$ cat src/rtl/cpu_pkg.sv
// Shared definitions for the accumulator CPU: opcodes, field widths and the
// fixed program that computes sum(1..N) mod 256.
package cpu_pkg;

  localparam int OP_W    = 4;
  localparam int IMM_W   = 8;
  localparam int INSTR_W = OP_W + IMM_W;
  localparam int PC_W    = 5;
  localparam int DATA_W  = 8;

  localparam logic [OP_W-1:0] OP_NOP  = 4'h0;
  localparam logic [OP_W-1:0] OP_LDI  = 4'h1;
  localparam logic [OP_W-1:0] OP_ADDI = 4'h2;
  localparam logic [OP_W-1:0] OP_SUBI = 4'h3;
  localparam logic [OP_W-1:0] OP_STR  = 4'h4;
  localparam logic [OP_W-1:0] OP_LDR  = 4'h5;
  localparam logic [OP_W-1:0] OP_ADDR = 4'h6;
  localparam logic [OP_W-1:0] OP_SUBR = 4'h7;
  localparam logic [OP_W-1:0] OP_IN   = 4'h8;
  localparam logic [OP_W-1:0] OP_OUT  = 4'h9;
  localparam logic [OP_W-1:0] OP_JMP  = 4'hA;
  localparam logic [OP_W-1:0] OP_JZ   = 4'hB;
  localparam logic [OP_W-1:0] OP_JNZ  = 4'hC;
  localparam logic [OP_W-1:0] OP_HALT = 4'hF;

  // R0 holds the countdown N, R1 the running sum; unused addresses read as NOP.
  function automatic logic [INSTR_W-1:0] rom_word(input logic [PC_W-1:0] addr);
    case (addr)
      5'd0:    rom_word = {OP_IN,   8'd0};
      5'd1:    rom_word = {OP_STR,  8'd0};
      5'd2:    rom_word = {OP_LDI,  8'd0};
      5'd3:    rom_word = {OP_STR,  8'd1};
      5'd4:    rom_word = {OP_LDR,  8'd0};
      5'd5:    rom_word = {OP_JZ,   8'd12};
      5'd6:    rom_word = {OP_ADDR, 8'd1};
      5'd7:    rom_word = {OP_STR,  8'd1};
      5'd8:    rom_word = {OP_LDR,  8'd0};
      5'd9:    rom_word = {OP_SUBI, 8'd1};
      5'd10:   rom_word = {OP_STR,  8'd0};
      5'd11:   rom_word = {OP_JMP,  8'd4};
      5'd12:   rom_word = {OP_LDR,  8'd1};
      5'd13:   rom_word = {OP_OUT,  8'd0};
      5'd14:   rom_word = {OP_JMP,  8'd0};
      default: rom_word = {OP_NOP,  8'd0};
    endcase
  endfunction

endpackage

$ cat src/rtl/cpu_if.sv
// Board-facing signals of the CPU: keypad/enter inputs and result/status outputs.
interface cpu_if;
  import cpu_pkg::*;

  logic              enter;
  logic              k1;
  logic              k2;
  logic [6:0]        entry_value;
  logic [DATA_W-1:0] out_value;
  logic              out_valid;
  logic              halted;

  modport master (
    output enter, k1, k2,
    input  entry_value, out_value, out_valid, halted
  );

  modport slave (
    input  enter, k1, k2,
    output entry_value, out_value, out_valid, halted
  );

endinterface

$ cat src/rtl/cpu_key_input.sv
// Keypad front end: synchronizes and debounces k1/k2/enter, keeps the two
// decimal digits and captures the entered value into the CPU input register.
module cpu_key_input
  import cpu_pkg::*;
#(
  parameter int DEBOUNCE_CYCLES = 250000
) (
  input  logic              clk,
  input  logic              rst,
  input  logic              k1,
  input  logic              k2,
  input  logic              enter,
  input  logic              in_consume,
  output logic [6:0]        entry_value,
  output logic [DATA_W-1:0] in_reg,
  output logic              in_valid
);

  localparam int CNT_W = $clog2(DEBOUNCE_CYCLES + 1);
  localparam logic [2:0] IDLE_LEVELS = 3'b011;   // {enter, k2, k1}

  logic [2:0]       sync1_r;
  logic [2:0]       sync2_r;
  logic [2:0]       db_r;
  logic [CNT_W-1:0] cnt_r [3];
  logic [2:0]       accept_s;
  logic [1:0]       press_r;
  logic             enter_rise_r;
  logic [3:0]       tens_r;
  logic [3:0]       ones_r;
  logic [6:0]       entry_s;
  logic [6:0]       entry_value_r;
  logic [DATA_W-1:0] in_reg_r;
  logic             in_valid_r;

  // Two-flop synchronizer for all three raw inputs
  always_ff @(posedge clk) begin
    if (!rst) begin
      sync1_r <= IDLE_LEVELS;
      sync2_r <= IDLE_LEVELS;
    end else begin
      sync1_r <= {enter, k2, k1};
      sync2_r <= sync1_r;
    end
  end

  // A debouncer accepts on the Nth consecutive sample that differs from its level
  always_comb begin
    accept_s = 3'b000;
    for (int i = 0; i < 3; i++) begin
      if ((sync2_r[i] != db_r[i]) && (cnt_r[i] == CNT_W'(DEBOUNCE_CYCLES - 1))) begin
        accept_s[i] = 1'b1;
      end else begin
        accept_s[i] = 1'b0;
      end
    end
  end

  // Debounce counters, accepted levels and one-cycle edge pulses
  always_ff @(posedge clk) begin
    if (!rst) begin
      db_r         <= IDLE_LEVELS;
      press_r      <= 2'b00;
      enter_rise_r <= 1'b0;
      for (int i = 0; i < 3; i++) begin
        cnt_r[i] <= {CNT_W{1'b0}};
      end
    end else begin
      press_r      <= accept_s[1:0] & ~sync2_r[1:0];
      enter_rise_r <= accept_s[2] & sync2_r[2];
      for (int i = 0; i < 3; i++) begin
        if (sync2_r[i] == db_r[i]) begin
          cnt_r[i] <= {CNT_W{1'b0}};
        end else if (accept_s[i]) begin
          db_r[i]  <= sync2_r[i];
          cnt_r[i] <= {CNT_W{1'b0}};
        end else begin
          cnt_r[i] <= cnt_r[i] + CNT_W'(1);
        end
      end
    end
  end

  assign entry_s = ({3'b000, tens_r} * 7'd10) + {3'b000, ones_r};

  // Digit counters and input-register capture; a new capture beats a consume
  always_ff @(posedge clk) begin
    if (!rst) begin
      tens_r        <= 4'd0;
      ones_r        <= 4'd0;
      entry_value_r <= 7'd0;
      in_reg_r      <= {DATA_W{1'b0}};
      in_valid_r    <= 1'b0;
    end else begin
      if (press_r[0]) begin
        tens_r <= (tens_r == 4'd9) ? 4'd0 : tens_r + 4'd1;
      end
      if (press_r[1]) begin
        ones_r <= (ones_r == 4'd9) ? 4'd0 : ones_r + 4'd1;
      end
      entry_value_r <= entry_s;
      if (enter_rise_r) begin
        in_reg_r   <= {1'b0, entry_s};
        in_valid_r <= 1'b1;
      end else if (in_consume) begin
        in_valid_r <= 1'b0;
      end
    end
  end

  assign entry_value = entry_value_r;
  assign in_reg      = in_reg_r;
  assign in_valid    = in_valid_r;

endmodule

$ cat src/rtl/cpu_top.sv
// 8-bit accumulator CPU with keypad front end; runs the built-in summation
// program and reports each result on out_value with a one-cycle out_valid.
module cpu_top
  import cpu_pkg::*;
#(
  parameter int DEBOUNCE_CYCLES = 250000
) (
  input  logic CLOCK_50,
  input  logic rst,
  cpu_if.slave io
);

  logic [PC_W-1:0]    pc_r;
  logic [DATA_W-1:0]  acc_r;
  logic [DATA_W-1:0]  regs_r [4];
  logic [DATA_W-1:0]  out_value_r;
  logic               out_valid_r;
  logic               halted_r;

  logic [INSTR_W-1:0] instr_s;
  logic [OP_W-1:0]    op_s;
  logic [IMM_W-1:0]   imm_s;
  logic [DATA_W-1:0]  reg_rd_s;
  logic [DATA_W-1:0]  in_reg_s;
  logic               in_valid_s;
  logic               in_consume_s;
  logic [6:0]         entry_value_s;

  cpu_key_input #(
    .DEBOUNCE_CYCLES (DEBOUNCE_CYCLES)
  ) u_key_input (
    .clk         (CLOCK_50),
    .rst         (rst),
    .k1          (io.k1),
    .k2          (io.k2),
    .enter       (io.enter),
    .in_consume  (in_consume_s),
    .entry_value (entry_value_s),
    .in_reg      (in_reg_s),
    .in_valid    (in_valid_s)
  );

  assign instr_s      = rom_word(pc_r);
  assign op_s         = instr_s[INSTR_W-1:IMM_W];
  assign imm_s        = instr_s[IMM_W-1:0];
  assign reg_rd_s     = regs_r[imm_s[1:0]];
  assign in_consume_s = (op_s == OP_IN) && in_valid_s && !halted_r;

  // Fetch/execute: one instruction per clock, PC frozen once halted
  always_ff @(posedge CLOCK_50) begin
    if (!rst) begin
      pc_r        <= {PC_W{1'b0}};
      acc_r       <= {DATA_W{1'b0}};
      out_value_r <= {DATA_W{1'b0}};
      out_valid_r <= 1'b0;
      halted_r    <= 1'b0;
      for (int i = 0; i < 4; i++) begin
        regs_r[i] <= {DATA_W{1'b0}};
      end
    end else begin
      out_valid_r <= 1'b0;
      if (!halted_r) begin
        pc_r <= pc_r + 5'd1;
        case (op_s)
          OP_LDI:  acc_r <= imm_s;
          OP_ADDI: acc_r <= acc_r + imm_s;
          OP_SUBI: acc_r <= acc_r - imm_s;
          OP_STR:  regs_r[imm_s[1:0]] <= acc_r;
          OP_LDR:  acc_r <= reg_rd_s;
          OP_ADDR: acc_r <= acc_r + reg_rd_s;
          OP_SUBR: acc_r <= acc_r - reg_rd_s;
          OP_IN: begin
            if (in_valid_s) begin
              acc_r <= in_reg_s;
            end else begin
              pc_r <= pc_r;
            end
          end
          OP_OUT: begin
            out_value_r <= acc_r;
            out_valid_r <= 1'b1;
          end
          OP_JMP:  pc_r <= imm_s[PC_W-1:0];
          OP_JZ: begin
            if (acc_r == 8'd0) begin
              pc_r <= imm_s[PC_W-1:0];
            end
          end
          OP_JNZ: begin
            if (acc_r != 8'd0) begin
              pc_r <= imm_s[PC_W-1:0];
            end
          end
          OP_HALT: begin
            halted_r <= 1'b1;
            pc_r     <= pc_r;
          end
          default: ;
        endcase
      end
    end
  end

  assign io.entry_value = entry_value_s;
  assign io.out_value   = out_value_r;
  assign io.out_valid   = out_valid_r;
  assign io.halted      = halted_r;

endmodule

$ cat src/flat_wrapper.sv
// flat-port wrapper written by rule: the top's interface ports become plain ports
module cpu_top_flat import cpu_pkg::*;
#(
  parameter int DEBOUNCE_CYCLES = 250000
)
  (CLOCK_50, rst, io_enter, io_k1, io_k2, io_entry_value, io_out_value, io_out_valid, io_halted);
  cpu_if io_i ();
  input  logic CLOCK_50;
  input  logic rst;
  input wire logic [$bits(io_i.enter)-1:0] io_enter;
  input wire logic [$bits(io_i.k1)-1:0] io_k1;
  input wire logic [$bits(io_i.k2)-1:0] io_k2;
  output wire logic [$bits(io_i.entry_value)-1:0] io_entry_value;
  output wire logic [$bits(io_i.out_value)-1:0] io_out_value;
  output wire logic [$bits(io_i.out_valid)-1:0] io_out_valid;
  output wire logic [$bits(io_i.halted)-1:0] io_halted;
  assign io_i.enter = io_enter;
  assign io_i.k1 = io_k1;
  assign io_i.k2 = io_k2;
  assign io_entry_value = io_i.entry_value;
  assign io_out_value = io_i.out_value;
  assign io_out_valid = io_i.out_valid;
  assign io_halted = io_i.halted;
  cpu_top #(.DEBOUNCE_CYCLES(DEBOUNCE_CYCLES)) u_core (.CLOCK_50(CLOCK_50), .rst(rst), .io(io_i));
endmodule
$ cat config.mk
export PLATFORM = sky130hd
export DESIGN_NAME = cpu_top_flat
export DESIGN_NICKNAME = d
export VERILOG_FILES = /design/src/rtl/cpu_pkg.sv /design/src/rtl/cpu_if.sv /design/src/rtl/cpu_key_input.sv /design/src/rtl/cpu_top.sv /design/src/flat_wrapper.sv
export SDC_FILE = /design/constraint.sdc
export NUM_CORES = 1
export LEC_CHECK = 0
export CAP_MARGIN = 0
export CELL_PAD_IN_SITES_DETAIL_PLACEMENT = 1
export CELL_PAD_IN_SITES_GLOBAL_PLACEMENT = 1
export CORE_MARGIN = 2
export CORE_UTILIZATION = 49
export CTS_CLUSTER_DIAMETER = 40
export DETAILED_ROUTE_END_ITERATION = 10
export GPL_TIMING_DRIVEN = 0
export PLACE_DENSITY_LB_ADDON = 0.1
export SYNTH_ARGS = -nofsm -noshare
export SYNTH_HDL_FRONTEND = slang
export SYNTH_SLANG_ARGS = --single-unit
$ cat constraint.sdc
create_clock -name CLOCK_50 -period 4.2 [get_ports CLOCK_50]
set_input_delay 1.05 -clock CLOCK_50 [delete_from_list [all_inputs] [get_ports CLOCK_50]]
set_output_delay 1.05 -clock CLOCK_50 [all_outputs]
set_load 0.05 [all_outputs]
After elaboration in Yosys (flattened, before gate mapping)

Memories as Yosys holds them, arrays and structs flattened. A register that Yosys moved wholly into a read port is not among the register bits.
Cells that the tools add are included.

Register bits: 58
Memory bits (writable): 86
ROM bits: 112
Input port bits: 5
Output and inout bits: 17
Logic and storage cells: 162
Memories kept: 3

Memories:

| name                     | words | width | read ports | clocked after memory_dff | write ports | line                | RTL |
|---|---|---|---|---|---|---|---|
| (no name shown)          | 16    | 7     | 1          | 1                        | 0           | cpu_pkg.sv:28       | `case (addr)` |
| u_core.u_key_input.cnt_r | 3     | 18    | 3          | 0                        | 3           | cpu_key_input.sv:25 | `logic [CNT_W-1:0] cnt_r [3];` |
| u_core.regs_r            | 4     | 8     | 1          | 0                        | 4           | cpu_top.sv:15       | `logic [DATA_W-1:0] regs_r [4];` |

$add $sub $neg: 11
Multipliers: 1
Equal/unequal tests: 25
Muxes and demuxes: 69
Bitwise logic cells: 18
Reduce and logical (&&, ||, !) cells: 18

Operators by type and width:

| kind                                                                  | number |
|---|---|
| 18-bit 2-to-1 mux                                                     | 9 |
| 8-bit one-hot mux with 7 select lines                                 | 1 |
| 18-bit by 1-bit adder with 18-bit output, second input constant       | 3 |
| 18-bit equality test, second input constant                           | 3 |
| 1-bit 2-to-1 mux                                                      | 47 |
| 4-bit equality test, second input constant                            | 8 |
| 5-bit one-hot mux with 5 select lines                                 | 1 |
| 8-bit adder                                                           | 2 |
| 4-bit by 3-bit equality test with 1-bit output, second input constant | 4 |
| 4-bit 2-to-1 mux                                                      | 4 |
| 8-bit 2-to-1 mux                                                      | 2 |
| 8-bit subtractor                                                      | 2 |
| 5-bit 2-to-1 mux                                                      | 3 |
| 12-bit 2-to-1 mux                                                     | 1 |
| 1-bit bitwise OR                                                      | 9 |
| 4-bit by 1-bit adder with 4-bit output, second input constant         | 2 |
| 4-bit by 2-bit equality test with 1-bit output, second input constant | 2 |
| 8-bit logical NOT                                                     | 1 |
| 2-bit AND reduction                                                   | 4 |
| 8-bit nonzero test                                                    | 1 |
| 8-bit OR reduction                                                    | 1 |
| 7-bit by 4-bit adder with 7-bit output                                | 1 |
| 7-bit nonzero test                                                    | 1 |
| 4-bit by 3-bit multiplier with 6-bit output, second input constant    | 1 |
| other kinds (15)                                                      | 29 |

Longest topological paths before layout

Gate-level depths: netlist of run 1.
An unclocked memory read counts as a cell.

Word-level depth: 10
Depth in mapped cells: 17

Hierarchy

From an unflattened synthesis of run 1, not the netlist that was laid out.

Cell total of the unflattened synthesis: 759
Area total of the unflattened synthesis: 7,402.1 µm²

Modules (own cells, without submodules):

| module        | times used | cells each | area an instance (µm²) | seq. area each (µm²) |
|---|---|---|---|---|
| cpu_key_input | 1          | 428        | 4,445.5                | 2,322.2 |
| cpu_top       | 1          | 331        | 2,956.6                | 1,081.0 |

Least setup slack after synthesis of run 1

No wires, ideal clock.

Path kind: flip-flop to flip-flop
From: register u_core.pc_r[4]
To: register u_core.acc_r[6]
Setup time: 0.127 ns
Arrival time: 3.168 ns
Setup slack: 0.904 ns
Stages on the path, launching flop included: 15
Clock period less this slack: 3.296 ns
Cell sequence: dfxtp_1 clkbuf_1 nor3b_1 nand2_1 or2_2 o21ai_0 o22ai_1 ha_1 nor2b_1 o21ai_0 a21boi_0 o21a_1 or3_1 a31oi_1 a21oi_1

Word-level cells in the longest chain between the ends: 4
Elaborated cells on any way between the ends: 17
Classes of those cells: 4 x add/sub; 8 x eq/ne; 2 x mux; 2 x reduce/logical; 1 x memory

RTL lines:

| what                                                                         | line          | RTL |
|---|---|---|
| from (decl)                                                                  | cpu_top.sv:13 | `logic [PC_W-1:0] pc_r;` |
| from (signal assigned)                                                       | cpu_top.sv:52 | `pc_r <= {PC_W{1'b0}};` |
| from (signal assigned)                                                       | cpu_top.sv:63 | `pc_r <= pc_r + 5'd1;` |
| from (signal assigned)                                                       | cpu_top.sv:76 | `pc_r <= pc_r;` |
| 12-bit 2-to-1 mux (*)                                                        | cpu_pkg.sv:28 |  |
| memory read 4 x 8 bit (tied with other cells)                                | -             |  |
| 8-bit subtractor (tied with other cells)                                     | cpu_top.sv:71 | `OP_SUBR: acc_r <= acc_r - reg_rd_s;` |
| 8-bit one-hot mux with 7 select lines or 3-bit AND reduction (tied branches) | -             |  |
| to (signal assigned)                                                         | cpu_top.sv:65 | `OP_LDI: acc_r <= imm_s;` |
| to (signal assigned)                                                         | cpu_top.sv:66 | `OP_ADDI: acc_r <= acc_r + imm_s;` |
| to (signal assigned)                                                         | cpu_top.sv:71 |  |
| to (decl)                                                                    | cpu_top.sv:14 | `logic [DATA_W-1:0] acc_r;` |

Mark *: on every way between the ends. The rest lies on a longest branch, timed or not.
A chain may end at the register's enable or synchronous reset.

Worst setup path in the final report of run 1

From: register u_core.pc_r[4]
To: register u_core.acc_r[7]

Same word-level chain as after synthesis.

==> run metrics, run 1 <==
Final period util 95.24%; GRT Total Usage 23.84%; vias in the first global route 5935; Clock Pin Slew Worst Setup and Hold Paths 0.06 ns; Top Ports 22; FF-to-FF Start u_core.pc_r[4]; Cell variety after synth 69; Layout Skew 0.009954 ns; Top reg by flops u_core.u_key_input.cnt_r; Post-Syn Instances 721; Finish-stage setup viols 0; Slew headroom 16.86%; leading registers by flop count u_core.u_key_input.cnt_r x54, u_core.regs_r x16; PwrDens 465.7 nW/µm²; Register Area 3403 µm²; cell area after synthesis 7148 µm²; via count 5568; Diodes inserted 0; Yosys reg bits 135; unrepaired setup endpoints after global routing no; deepest clock path buffer count 2; WS Path Type flop to flop; FP Rows 44; Worst-Margin Slew 1.236 ns; die span in x 124.8 µm; Max VDD drop 273.4 µV; fin crit period 4.000 ns; Starting Density 49.75%; antenna viol nets, final 0; most used cell along the critical path clkbuf_1; CTS HTree Levels 4; reg2reg end u_core.acc_r[7]; leak pwr 3.163 nW; Max Slew Vio Count 0; WP data arrival 4.31 ns; largest net degree at the start of global routing 17; DRC 0; chip height 124.8 µm; initial antenna violation count 0; routability cong. 0.9527; fin nets 847; gr ovfl total 0; Filler Cell Count 1629; hold wc startpoint u_core.u_key_input.sync1_r[0]; core area 14370 µm²; first-pass GRT wire length 29.73 mm; post-DP HPWL 12.82 mm; multi-input logic area 3754 µm²; outcome completed; fraction of layout cells with a size suffix above 1 6.892%; cts bufs inserted 17; Hold Slack 0.4167 ns; slowest stage cell, crit path o41ai_2; Port Buf Inserts 21; CTS root buffer clkbuf_16; Routed WL 17.48 mm; Final Core Density 58.42%; crit-path max FO 10; ys async rst share 0%; post-synthesis sequential area ratio 47.61%; CP required 4.51 ns; CP max stage delay 0.52 ns; drt wl/cell 17.29 µm; die area 15570 µm²; Yosys warning count 0; drt via density 5.507; hold endpoint u_core.u_key_input.sync2_r[0]; Area Overhead vs Synth 17.43%; Hold/Removal Path Class flop to flop; first-pass iteration count of the detailed router 5; Post-synth EDFFs 70; max FFs per register 54; max frequency 0.2500 GHz; Hold Path Depth 1; Synth Flop Type edfxtp_1; Fin. Hold Viols 0; critical path endpoint category flop; Max Cap Viol 0; clock tree from TritonCTS done; DRT iter0 DRCs 286; CTS Sinks 135; Post-Syn Area per Cell 9.914 µm²; crit start category flop; worst reg2reg setup slack 0.20 ns; R2R depth 14; Worst-Skew Late Latency 0.43 ns; Cell Chain, Critical Path clkbuf_1 > or3b_2 > clkbuf_1 > nor2_1 > o22ai_1 > a21o_1 > inv_1 > ha_1 > nor2b_1 > o21ai_0 > a21oi_1 > o41ai_2 > and4b_1 > nor4_1; hold buffer count at CTS 0; post-CTS setup buffer count 0
cell usage in the layout (no fill, tap or decap), types with 25 or more instances in the layout:
master / n
conb_1: 54
dfxtp_1: 65
edfxtp_1: 70
ha_1: 25
mux2i_1: 35
nand2_1: 42
nand3_1: 33
nor2_1: 116
xnor2_1: 29
xor2_1: 37
power breakdown:
part           switching [W]  internal (W)  leakage (nW)
Combinational       0.000539      0.000355          1.61
Sequential         0.0000704       0.00146          1.25
Clock               0.000573      0.000911         0.301
Total                0.00118       0.00273          3.16
metrics by stage:
| stage | instance area (µm²) | instances | setup TNS [ns] | power (W) | worst slack, ns |
|---|---|---|---|---|---|
| after floorplan | 7347 | 774 | 0 | 0.002185 | 0.9043 |
| after global placement | 7787 | 979 | -0.1636 | 0.002367 | -0.1636 |
| after detailed placement | 7787 | 979 | -0.2395 | 0.002417 | -0.2395 |
| after CTS | 8393 | 1011 | 0 | 0.003931 | 0.2062 |
| after global routing | 8394 | 1011 | 0 | 0.004087 | 0.01392 |
| final | 8394 | 1011 | 0 | 0.003909 | 0.2001 |
cells by family (layout without fill, tap and decap cells):
group | after synthesis | in the layout | share of synthesized area [%]
XOR/XNOR | 66 | 66 | 8.087
other | 1 | 54 | 0.05246
buffers and inverters | 47 | 100 | 2.835
adder cells (fa/ha/maj) | 28 | 28 | 5.216
AND/OR/NAND/NOR | 322 | 322 | 22.93
multiplexers | 38 | 38 | 5.531
AO/OA/AOI/OAI | 84 | 84 | 7.737
flip-flops | 135 | 135 | 47.61
critical path, delay by kind of cell, from the launching register on:
kind	cells	cell delay, ns
AO/OA/AOI/OAI	5	1.24
AND/OR/NAND/NOR	5	1.55
adder cells (fa/ha/maj)	1	0.21
buffers and inverters	3	0.52
flip-flops	1	0.34
timing repair:
item / CTS / global route
resized for setup: 2 / 1
endpoints found under the hold margin: 0 / 0
endpoints found under the setup margin: 1 / 1
worst max path at each step:
stage | from | to | slack, ns | cells after the start
3_5_place_dp | u_core.pc_r[4] | u_core.acc_r[7] | -0.24 | 13
4_1_cts | u_core.pc_r[4] | u_core.acc_r[7] | 0.21 | 13
5_1_grt | u_core.pc_r[4] | u_core.acc_r[7] | 0.01 | 14
6_report | u_core.pc_r[4] | u_core.acc_r[7] | 0.20 | 14
2_1_floorplan | u_core.pc_r[4] | u_core.acc_r[6] | 0.90 | 14
3_3_place_gp | u_core.pc_r[4] | u_core.acc_r[7] | -0.16 | 13
Yosys cell counts, types with 4 or more instances:
| cell type | instances | share of area, % |
|---|---|---|
| nand4_1 | 9 | 0.79 |
| nand2b_1 | 11 | 0.96 |
| and3_1 | 5 | 0.44 |
| edfxtp_1 | 70 | 29 |
| dfxtp_1 | 65 | 18 |
| inv_1 | 22 | 1.2 |
| nor2_1 | 116 | 6.1 |
| nand3b_1 | 4 | 0.42 |
| xor2_1 | 37 | 4.5 |
| o21ai_0 | 22 | 1.5 |
| and2_1 | 19 | 1.7 |
| ha_1 | 25 | 4.4 |
| clkbuf_1 | 14 | 0.74 |
| nor2b_1 | 13 | 1.1 |
| buf_1 | 5 | 0.26 |
| xnor2_1 | 29 | 3.6 |
| nand3_1 | 33 | 2.3 |
| mux2i_1 | 35 | 4.9 |
| o22ai_1 | 7 | 0.61 |
| nor4_1 | 8 | 0.70 |
| or3_1 | 8 | 0.70 |
| o221ai_1 | 4 | 0.49 |
| nor4b_1 | 5 | 0.61 |
| a21oi_1 | 19 | 1.3 |
| nand2_1 | 42 | 2.2 |
| a211oi_1 | 6 | 0.63 |
| nor3_1 | 22 | 1.5 |
| a31oi_1 | 4 | 0.35 |
area by class of cell:
cell class	instances	share of cell area, %
sequential	135	40.54
multi-input combinational	592	44.72
clock inverter	11	1.073
inverter	23	1.028
clock buffer	21	5.992
buffer	24	1.401
tap	184	2.743
timing repair buffer	21	2.504
layer usage:
metal  GRT usage (%)  routed length, µm  part of all wire (%)
met3           4.983                596                   3.4
met2           41.11               8635                    49
met1           28.94               7768                    44
met4           9.980                476                   2.7
met5               0                  0                     0
Power figures use the tool's default switching activity.
==> run 2, diff against run 1 <==
CELL_PAD_IN_SITES_GLOBAL_PLACEMENT = 2   (was 1)
CORE_ASPECT_RATIO = 0.6   (was default)
CORE_UTILIZATION = 42   (was 49)
CTS_BUF_LIST = sky130_fd_sc_hd__clkbuf_8   (was default)
==> run 2 against run 1 <==
  * Cell area fell by 0.78%
  * Global-route usage fell by 2.4 points
  * Clock power fell by 15%
  * Count of clock-buffer cells in the layout fell by 1
  * Total power fell by 5.9%
  * Register-to-register slack improved by 0.06 ns
  * Worst hold slack got worse by 0.0016 ns
  * Fmax rose by 1.5%
  * Critical path depth rose by 3
  * Non-clock buffer count did not move
  * Core utilization fell by 7.8 points
  * Largest cell class unchanged
==> run metrics, run 2 (synthesis results as in run 1) <==
outcome completed; most frequent cells in the layout 116 x nor2_1, 70 x edfxtp_1, 65 x dfxtp_1, 54 x conb_1, 42 x nand2_1; antenna viol nets, final 0; crit start category flop; FF-to-FF Start u_core.pc_r[4]; Area Overhead vs Synth 16.52%; DRC 0; Worst-Margin Slew 1.210 ns; Max Slew Vio Count 0; Internal 0.002519 W; core area 16440 µm²; Top Ports 22; first-pass iteration count of the detailed router 4; fin crit period 3.939 ns; Worst-Skew Late Latency 0.46 ns; Final Core Density 50.66%; CP startpoint u_core.pc_r[4]; Hold/Removal Path Class flop to flop; Max Cap Viol 0; slowest stage cell, crit path dfxtp_1; switching share of power 31.54%; crit-path max FO 10; Top reg by flops u_core.u_key_input.cnt_r; gr busiest metal met1; FP Rows 36; WP buf/inv 3; DRT iter0 DRCs 297; fin nets 847; Layout Skew 0.01297 ns; most common cell after layout, fill and taps aside nor2_1; drt wl/cell 17.26 µm; first-pass GRT wire length 29.57 mm; Worst path top cell family by delay compound AO/OA/AOI/OAI gates; GRT Total Usage 21.48%; Max VDD drop 226.1 µV; Slew headroom 18.46%; Cell Chain, Critical Path nor2b_1 > buf_2 > inv_6 > mux2_2 > inv_1 > ha_1 > xnor2_1 > o21ai_0 > o22ai_1 > ha_1 > nor2b_1 > o21ai_0 > a21boi_0 > o21a_1 > or3_1 > a31oi_1 > a21oi_1; Port Buf Inserts 21; CTS Sinks 135; die span in x 172.4 µm; fraction of layout cells with a size suffix above 1 7.255%; vias in the first global route 5639; chip height 105.1 µm; Fin. Hold Viols 0; post-DP HPWL 13.76 mm; WP data arrival 4.27 ns; PwrDens 441.7 nW/µm²; Gate power share 24.4%; WS Path Type flop to flop; Final period util 93.78%; hold buffer count at CTS 0; deepest clock path buffer count 2; cts bufs inserted 17; Net Switching 0.001161 W; clock power share 34.2%; initial antenna violation count 0; CTS root buffer clkbuf_8; Hold Slack 0.4151 ns; largest net degree at the start of global routing 17; gr ovfl total 0; CTS HTree Levels 4; met3 Use GR 5.833%; routability cong. 0.8337; drt via density 5.206; Diodes inserted 0; clock tree from TritonCTS done; GR Util met1 31.58%; Finish-stage setup viols 0; via count 5492; die area 18110 µm²; Filler Cell Count 1858; CP max stage delay 0.40 ns; unrepaired setup endpoints after global routing no; hold wc startpoint u_core.u_key_input.sync1_r[1]; max frequency 0.2539 GHz; leak pwr 3.095 nW; Routed WL 18.21 mm; leading registers by flop count u_core.u_key_input.cnt_r x54, u_core.regs_r x16; GRT met2 Usage 31.03%; CP required 4.53 ns; max FFs per register 54; Starting Density 43.48%; share of power burned in registers 41.5%; Clock Pin Slew Worst Setup and Hold Paths 0.08 ns; critical path endpoint category flop
## run 2: cell count changes in the layout (fill, tap and decap cells not counted), sizes merged
cell | before | now
clkinv | 7 | 1
bufinv | 1 | 4
clkbuf | 37 | 36
inv | 26 | 30
## run 2: layer usage
metal	vias up	part of all wire, %
met2	91	43
met5	-	0
met4	0	0.85
met3	14	4.8
met1	2699	52
li1	2688	-
## run 2: final cells by class
cell class	count	area [µm²]	share of cell area (%)
Buffer	24	117.6	1.412
Tap cell	228	285.3	3.425
Sequential cell	135	3403	40.86
Timing Repair Buffer	21	210.2	2.524
Clock inverter	12	182.7	2.193
Inverter	23	91.34	1.097
Clock buffer	20	275.3	3.305
Multi-Input combinational cell	592	3764	45.19
## run 2: path summary, 6_finish.rpt
kind	endpoint	slack, ns	cells past startpoint
worst min-delay path	u_core.u_key_input.sync2_r[1]	0.42	1
worst min register to register	u_core.u_key_input.sync2_r[1]	0.42	1
worst max register to register	u_core.acc_r[6]	0.26	17
worst max-delay path	u_core.acc_r[6]	0.26	17
## run 2: through the flow
stage	area, µm²	TNS (ns)	setup slack [ns]	power [W]	std cells
after detailed placement	7843	-0.1022	-0.07435	0.002422	1023
after CTS	8305	0	0.09038	0.003686	1055
final	8329	0	0.2611	0.003679	1055
after global routing	8329	0	0.02685	0.003876	1055
after global placement	7843	-0.06154	-0.03326	0.002375	1023
after floorplan	7347	0	0.9043	0.002185	774
## run 2: worst register-to-register path, delay by kind of cell (launching register included)
kind | cells | cell delay (ns)
buf+inv | 3 | 0.53
fa+ha+maj | 2 | 0.62
xor+xnor | 1 | 0.10
simple gates | 3 | 0.50
compound gates | 7 | 1.25
mux | 1 | 0.40
flops | 1 | 0.40
## run 2: repair_timing
action / CTS / global route
setup buffers: 0 / 0
endpoints found under the setup margin: 2 / 2
resized for setup: 1 / 6
## run 2: power groups by stage
| stage | Clock (W) | Sequential (W) | Combinational (W) |
|---|---|---|---|
| after detailed placement | 0 | 0.00156 | 0.000867 |
| after global placement | 0 | 0.00155 | 0.000826 |
| after floorplan | 0 | 0.00154 | 0.000650 |
| final | 0.00126 | 0.00153 | 0.000896 |
| after CTS | 0.00129 | 0.00153 | 0.000873 |
| after global routing | 0.00135 | 0.00153 | 0.000993 |
==> run 3, diff against run 2 <==
==> constraint.sdc (replaced) <==
create_clock -name CLOCK_50 -period 4.2 [get_ports CLOCK_50]
set_input_delay 0.84 -clock CLOCK_50 [delete_from_list [all_inputs] [get_ports CLOCK_50]]
set_output_delay 0.84 -clock CLOCK_50 [all_outputs]
set_load 0.05 [all_outputs]
==> results of run 3 <==
Final layout, timing and power as in run 2 (identical DEF).
